**src/rtl/seg7_pkg.sv**
```systemverilog
// Shared types and constants for the 4-digit 7-segment display path.
// Pure definitions: no logic, no latency, no backpressure.
package seg7_pkg;

    localparam int NDIG = 4;

    localparam logic [7:0]      SEG_OFF = 8'h00;
    localparam logic [NDIG-1:0] DIG_OFF = 4'hF;

    typedef enum logic {
        BLANK = 1'b0,
        ON    = 1'b1
    } slot_state_t;

    // Active-low one-cold digit select for digit idx.
    function automatic logic [NDIG-1:0] dig_sel(input logic [1:0] idx);
        return ~(4'b0001 << idx);
    endfunction

endpackage

```
**src/rtl/seg7_scan_timer.sv**
```systemverilog
// Slot timer: cnt/idx scan counters with the BLANK/ON slot state and frame-end flag.
// state/idx are registered; frame_end is decoded from the current counters; no backpressure.
module seg7_scan_timer
    import seg7_pkg::*;
#(
    parameter int SCAN_DIV     = 27_000,
    parameter int BLANK_CYCLES = 270
) (
    input  logic        clk,
    input  logic        rst,
    output slot_state_t state,
    output logic [1:0]  idx,
    output logic        frame_end
);

    localparam int CW = $clog2(SCAN_DIV);
    localparam logic [CW-1:0] CNT_LAST  = CW'(SCAN_DIV - 1);
    localparam logic [CW-1:0] CNT_BLANK = CW'(BLANK_CYCLES);

    logic [CW-1:0] cnt_q, cnt_d;
    logic [1:0]    idx_q, idx_d;
    slot_state_t   state_q, state_d;
    logic          wrap;

    always_comb begin
        wrap    = (cnt_q == CNT_LAST);
        cnt_d   = wrap ? '0 : cnt_q + CW'(1);
        idx_d   = wrap ? idx_q + 2'd1 : idx_q;
        // State tracks the next counter value so it always matches the decode of cnt_q.
        state_d = (cnt_d < CNT_BLANK) ? BLANK : ON;
    end

    always_ff @(posedge clk) begin
        if (rst) begin
            cnt_q   <= '0;
            idx_q   <= 2'd0;
            state_q <= BLANK;
        end else begin
            cnt_q   <= cnt_d;
            idx_q   <= idx_d;
            state_q <= state_d;
        end
    end

    assign state     = state_q;
    assign idx       = idx_q;
    assign frame_end = wrap && (idx_q == 2'(NDIG - 1));

endmodule

```
**src/rtl/seg7_scan_mux.sv**
```systemverilog
// Time-multiplexes four double-buffered segment patterns onto shared seg/dig pins with blanking gaps.
// Pins lag the slot state by one cycle; no backpressure. SEG7_DIM_EN adds 3-bit PWM dimming via bright.
module seg7_scan_mux
    import seg7_pkg::*;
#(
    parameter int SCAN_DIV     = 27_000,
    parameter int BLANK_CYCLES = 270
) (
    input  logic        clk,
    input  logic        rst,
    input  logic [31:0] seg_in,
    input  logic        load,
    input  logic [3:0]  dig_en,
    input  logic [2:0]  bright,
    output logic [7:0]  seg,
    output logic [3:0]  dig,
    output logic        frame_tick
);

    slot_state_t state;
    logic [1:0]  idx;
    logic        frame_end;

    seg7_scan_timer #(
        .SCAN_DIV     (SCAN_DIV),
        .BLANK_CYCLES (BLANK_CYCLES)
    ) u_timer (
        .clk       (clk),
        .rst       (rst),
        .state     (state),
        .idx       (idx),
        .frame_end (frame_end)
    );

    logic [31:0] active_q, active_d;
    logic [31:0] shadow_q, shadow_d;
    logic        pending_q, pending_d;
    logic [7:0]  seg_q, seg_d;
    logic [3:0]  dig_q, dig_d;
    logic        frame_tick_q, frame_tick_d;
    logic        lit;

`ifdef SEG7_DIM_EN
    logic [2:0] pwm_q, pwm_d;
    assign pwm_d = pwm_q + 3'd1;
    assign lit   = (state == ON) && dig_en[idx] && (pwm_q <= bright);
`else
    logic unused_bright;
    assign unused_bright = ^bright;
    assign lit           = (state == ON) && dig_en[idx];
`endif

    always_comb begin
        shadow_d  = shadow_q;
        pending_d = pending_q;
        active_d  = active_q;
        if (load) begin
            shadow_d  = seg_in;
            pending_d = 1'b1;
        end
        // A load landing on the boundary itself bypasses the shadow straight into the frame.
        if (frame_end) begin
            if (load) begin
                active_d  = seg_in;
                pending_d = 1'b0;
            end else if (pending_q) begin
                active_d  = shadow_q;
                pending_d = 1'b0;
            end
        end
        seg_d        = lit ? active_q[{idx, 3'b000} +: 8] : SEG_OFF;
        dig_d        = lit ? dig_sel(idx) : DIG_OFF;
        frame_tick_d = frame_end;
    end

    always_ff @(posedge clk) begin
        if (rst) begin
            active_q     <= '0;
            shadow_q     <= '0;
            pending_q    <= 1'b0;
            seg_q        <= SEG_OFF;
            dig_q        <= DIG_OFF;
            frame_tick_q <= 1'b0;
        end else begin
            active_q     <= active_d;
            shadow_q     <= shadow_d;
            pending_q    <= pending_d;
            seg_q        <= seg_d;
            dig_q        <= dig_d;
            frame_tick_q <= frame_tick_d;
        end
    end

`ifdef SEG7_DIM_EN
    always_ff @(posedge clk) begin
        if (rst) pwm_q <= 3'd0;
        else     pwm_q <= pwm_d;
    end
`endif

    assign seg        = seg_q;
    assign dig        = dig_q;
    assign frame_tick = frame_tick_q;

endmodule

```
**config.mk**
```make
export PLATFORM = sky130hd
export DESIGN_NAME = seg7_scan_mux
export DESIGN_NICKNAME = d
export VERILOG_FILES = /design/src/rtl/seg7_pkg.sv /design/src/rtl/seg7_scan_timer.sv /design/src/rtl/seg7_scan_mux.sv
export SDC_FILE = /design/constraint.sdc
export NUM_CORES = 1
export LEC_CHECK = 0
export CAP_MARGIN = 40
export CORE_MARGIN = 2
export CORE_UTILIZATION = 40
export CTS_CLUSTER_SIZE = 30
export DETAILED_ROUTE_END_ITERATION = 10
export DONT_BUFFER_PORTS = 1
export SETUP_SLACK_MARGIN = 0.02
export SYNTH_ARGS = -nofsm -noshare
export SYNTH_HDL_FRONTEND = slang
export SYNTH_SLANG_ARGS = --single-unit
```
**constraint.sdc**
```tcl
create_clock -name clk -period 3.6 [get_ports clk]
set_clock_uncertainty 0.1 [all_clocks]
set_input_delay 0.72 -clock clk [delete_from_list [all_inputs] [get_ports clk]]
set_output_delay 0.72 -clock clk [all_outputs]
set_load 0.05 [all_outputs]
```
==> flow_summary_export.csv <==
group,metric,value,unit
outcome,status,"finished, final reports clean",
worst_setup_path,reg2reg_to,"active_q[16]$_SDFFE_PP0P_",
floorplanning,dieHeight,104,um
floorplanning,rows,36,
synth,yosysTopAreaCellShare,0.476,
layout,drive_above_1_share,0.106,
detailed_routing,drt_iter0_markers,144,
layout,final_area,0.00432,mm^2
worst_setup_path,critPathSlowestCell,"or4_4",
detailed_routing,vias_per_cell,4.86,
synth,synth_cell_types,42,
floorplanning,ios,55,
power,p_leak,1.54,nW
worst_setup_path,path_depth,7,
sta,period_share,0.733,
clock_tree,cts_root_buf,"clkbuf_8",
worst_setup_path,regToRegSetupSlack,960,ps
floorplanning,dieArea,0.0109,mm^2
synth,synth.yosys.seq_area_share,0.476,
layout,mostFrequentLayoutCell,"dfxtp_1",
clock_tree,clkTransAtPathRegs,100,ps
synth,yosys-top-cells-area,"dfxtp_1 48%, mux2i_1 11%, nor2b_1 5.0%",
synth,syn-num-nets,456,
power,power.density,431,mW/mm^2
synth,synth_async_sr_flop_share,0,
clock_tree,cts_resized,0,
worst_setup_path,crit_fanout,32,
layout,diodes,0,
sta,fin_hold_ws,328,ps
synth,synth_flop_cell,"dfxtp_1",
sta,fin_setup_tns,0,ps
placed_design,dp_hpwl,5280,um
worst_setup_path,crit_family,"simple AND/OR/NAND/NOR gates",
clock_tree,cts_tree,"done",
sta,fmax,379,MHz
sta,tightest_slew,706,ps
layout,layout.cells.non_filler,537,
synth,syn_area,0.00404,mm^2
worst_setup_path,worstSetupStartpoint,"u_timer.cnt_q[0]$_SDFF_PP0_",
synth,synth_edf_count,0,
grt,grt_busiest_layer,"met2",
sta,rsz0062_at_grt,"no",
job,drv_cap,0,
sta,period_needed,2640,ps
sta,drv_slew,0,
clock_tree,cts_max_level,3,
placed_design,numPlacedInstances,521,
sta,slew_headroom,0.529,
clock_tree,hold_buffers,0,
clock_tree,cts.sinks,96,
worst_setup_path,cp.required,3780,ps
detailed_routing,dr.pass1.iters,4,
worst_setup_path,crit_arrival,2820,ps
sta,final_hold_viol_count,0,
grt,grt_pass1_wl,12900,um
layout,fin_util,0.442,
grt,grt_use_met1,0.199,
worst_setup_path,rr_worst_depth,7,
grt,gr-total-overflow,0,
sta,setup_viol,0,
worst_setup_path,r2r-start,"u_timer.cnt_q[0]$_SDFF_PP0_",
clock_tree,clockBufferDepth,2,
grt,grt_use_met3,0.0508,
detailed_routing,drc,0,
synth,syn_inst,409,
grt,grt_pass1_vias,2541,
clock_tree,postCtsSetupBuffers,0,
placed_design,gp_congestion,0.861,
layout,nets,446,
grt,grt_max_degree,72,
min_path,hp-class,"in -> reg",
worst_setup_path,critPathCapture,"active_q[16]$_SDFFE_PP0P_",
power,irDropWorstVdd,153,uV
floorplanning,die_w,104,um
clock_tree,clock_latency,350,ps
grt,antenna_found_initial,3,
detailed_routing,drt-total-wl,7750,um
placed_design,placed_cell_area,0.00412,mm^2
synth,yosys_warnings,0,
worst_setup_path,start_kind,"flip-flop",
detailed_routing,final_antenna_net_count,0,
synth,synth_seq_cells,96,
worst_setup_path,end_kind,"flip-flop",
layout,syn_to_final_growth,6.91,%
synth,avgSynthCellArea,9.87,um^2
synth,synth_top_area_cell,"dfxtp_1",
clock_tree,cts_inserted_buffers,9,
worst_setup_path,crit_type,"reg -> reg",
layout,final_cell_mix,"96 x dfxtp_1, 46 x mux2i_1, 40 x nor2_1",
floorplanning,core,0.00977,mm^2
grt,grtUsageMet2,0.219,
placed_design,io_buffer_count,0,
detailed_routing,routedWlPerCell,14.4,um
floorplanning,initial_core_util,0.413,
grt,grt_use_total,0.146,
worst_setup_path,slowest_delay,560,ps
worst_setup_path,path_cells,"ha_1 > nand4bb_1 > or4_4 > nor3b_4 > buf_4 > mux2i_1 > nor2b_1",
detailed_routing,via_count,2610,
worst_setup_path,path_buf_inv,1,
[final cells by class]
cell class / count / area, um^2
well taps: 133 / 166
inverters: 26 / 97.6
flip-flops and latches: 96 / 1920
fillers: 924 / 5460
repair buffers: 4 / 30.0
clock inverters: 5 / 56.3
multi-input cells: 262 / 1900
clock buffers: 11 / 141
[worst min path at each step]
stage	to	from	slack [ps]	depth (start not counted)
6_report	shadow_q[15]$_SDFFE_PP0P_	rst	330	1
5_1_grt	shadow_q[15]$_SDFFE_PP0P_	rst	310	1
4_1_cts	shadow_q[15]$_SDFFE_PP0P_	rst	310	1
3_5_place_dp	active_q[31]$_SDFFE_PP0P_	active_q[31]$_SDFFE_PP0P_	340	2
3_3_place_gp	active_q[23]$_SDFFE_PP0P_	active_q[23]$_SDFFE_PP0P_	340	2
2_1_floorplan	active_q[22]$_SDFFE_PP0P_	active_q[22]$_SDFFE_PP0P_	330	2
[flip-flops by register name, summed over array words and instances, names as in the netlist]
signal         flops
u_timer.idx        2
dig                4
u_timer.cnt_q     15
frame_tick         1
shadow_q          32
active_q          32
seg                8
pending_q          1
u_timer.state      1
[cells in the mapped netlist (3+ instances only)]
library cell	instances
nor4_1	4
inv_1	26
nor2_1	40
and4_1	3
mux4_2	8
and2_1	9
nand2_1	37
xnor2_1	10
mux2i_1	46
ha_1	5
buf_2	4
and3_1	5
dfxtp_1	96
a21oi_1	15
buf_1	3
nand4b_1	3
mux2_2	10
xor2_1	5
nand3_1	4
nor3_1	4
clkbuf_1	15
nor2b_1	32
[worst register-to-register path, stage by stage (launching register included)]
cell and delay (ps):
dfxtp_1 400, ha_1 320, nand4bb_1 180, or4_4 560, nor3b_4 180, buf_4 440
mux2i_1 260, nor2b_1 150
[metal layers]
layer	part of all wire	wire [um]	vias to the layer above
li1	-	-	1336
met1	0.49	3790	1218
met2	0.44	3430	42
met3	0.054	417	10
met4	0.010	78	4
met5	0.0028	22	-
[cells by family after synthesis]
group / synth area share
buffers and inverters: 0.0527
AO/OA/AOI/OAI: 0.0375
AND/OR/NAND/NOR: 0.200
XOR/XNOR: 0.0325
adder cells (fa/ha/maj): 0.0155
multiplexers: 0.186
flip-flops: 0.476
[where the power goes]
group	leakage, nW	total [mW]	internal (mW)	switching (mW)
sequential	0.781	1.09	1.09	0.00882
clock	0.0993	0.703	0.340	0.363
combinational	0.664	0.0623	0.0327	0.0296
total	1.54	1.86	1.46	0.402
[stage by stage]
stage / total power, mW / setup slack [ps]
2_1_floorplan: 1.19 / 1370
3_3_place_gp: 1.18 / 1030
3_5_place_dp: 1.18 / 974
4_1_cts: 1.88 / 944
5_1_grt: 1.94 / 783
6_report: 1.86 / 960
(Power assumes the default switching activity.)
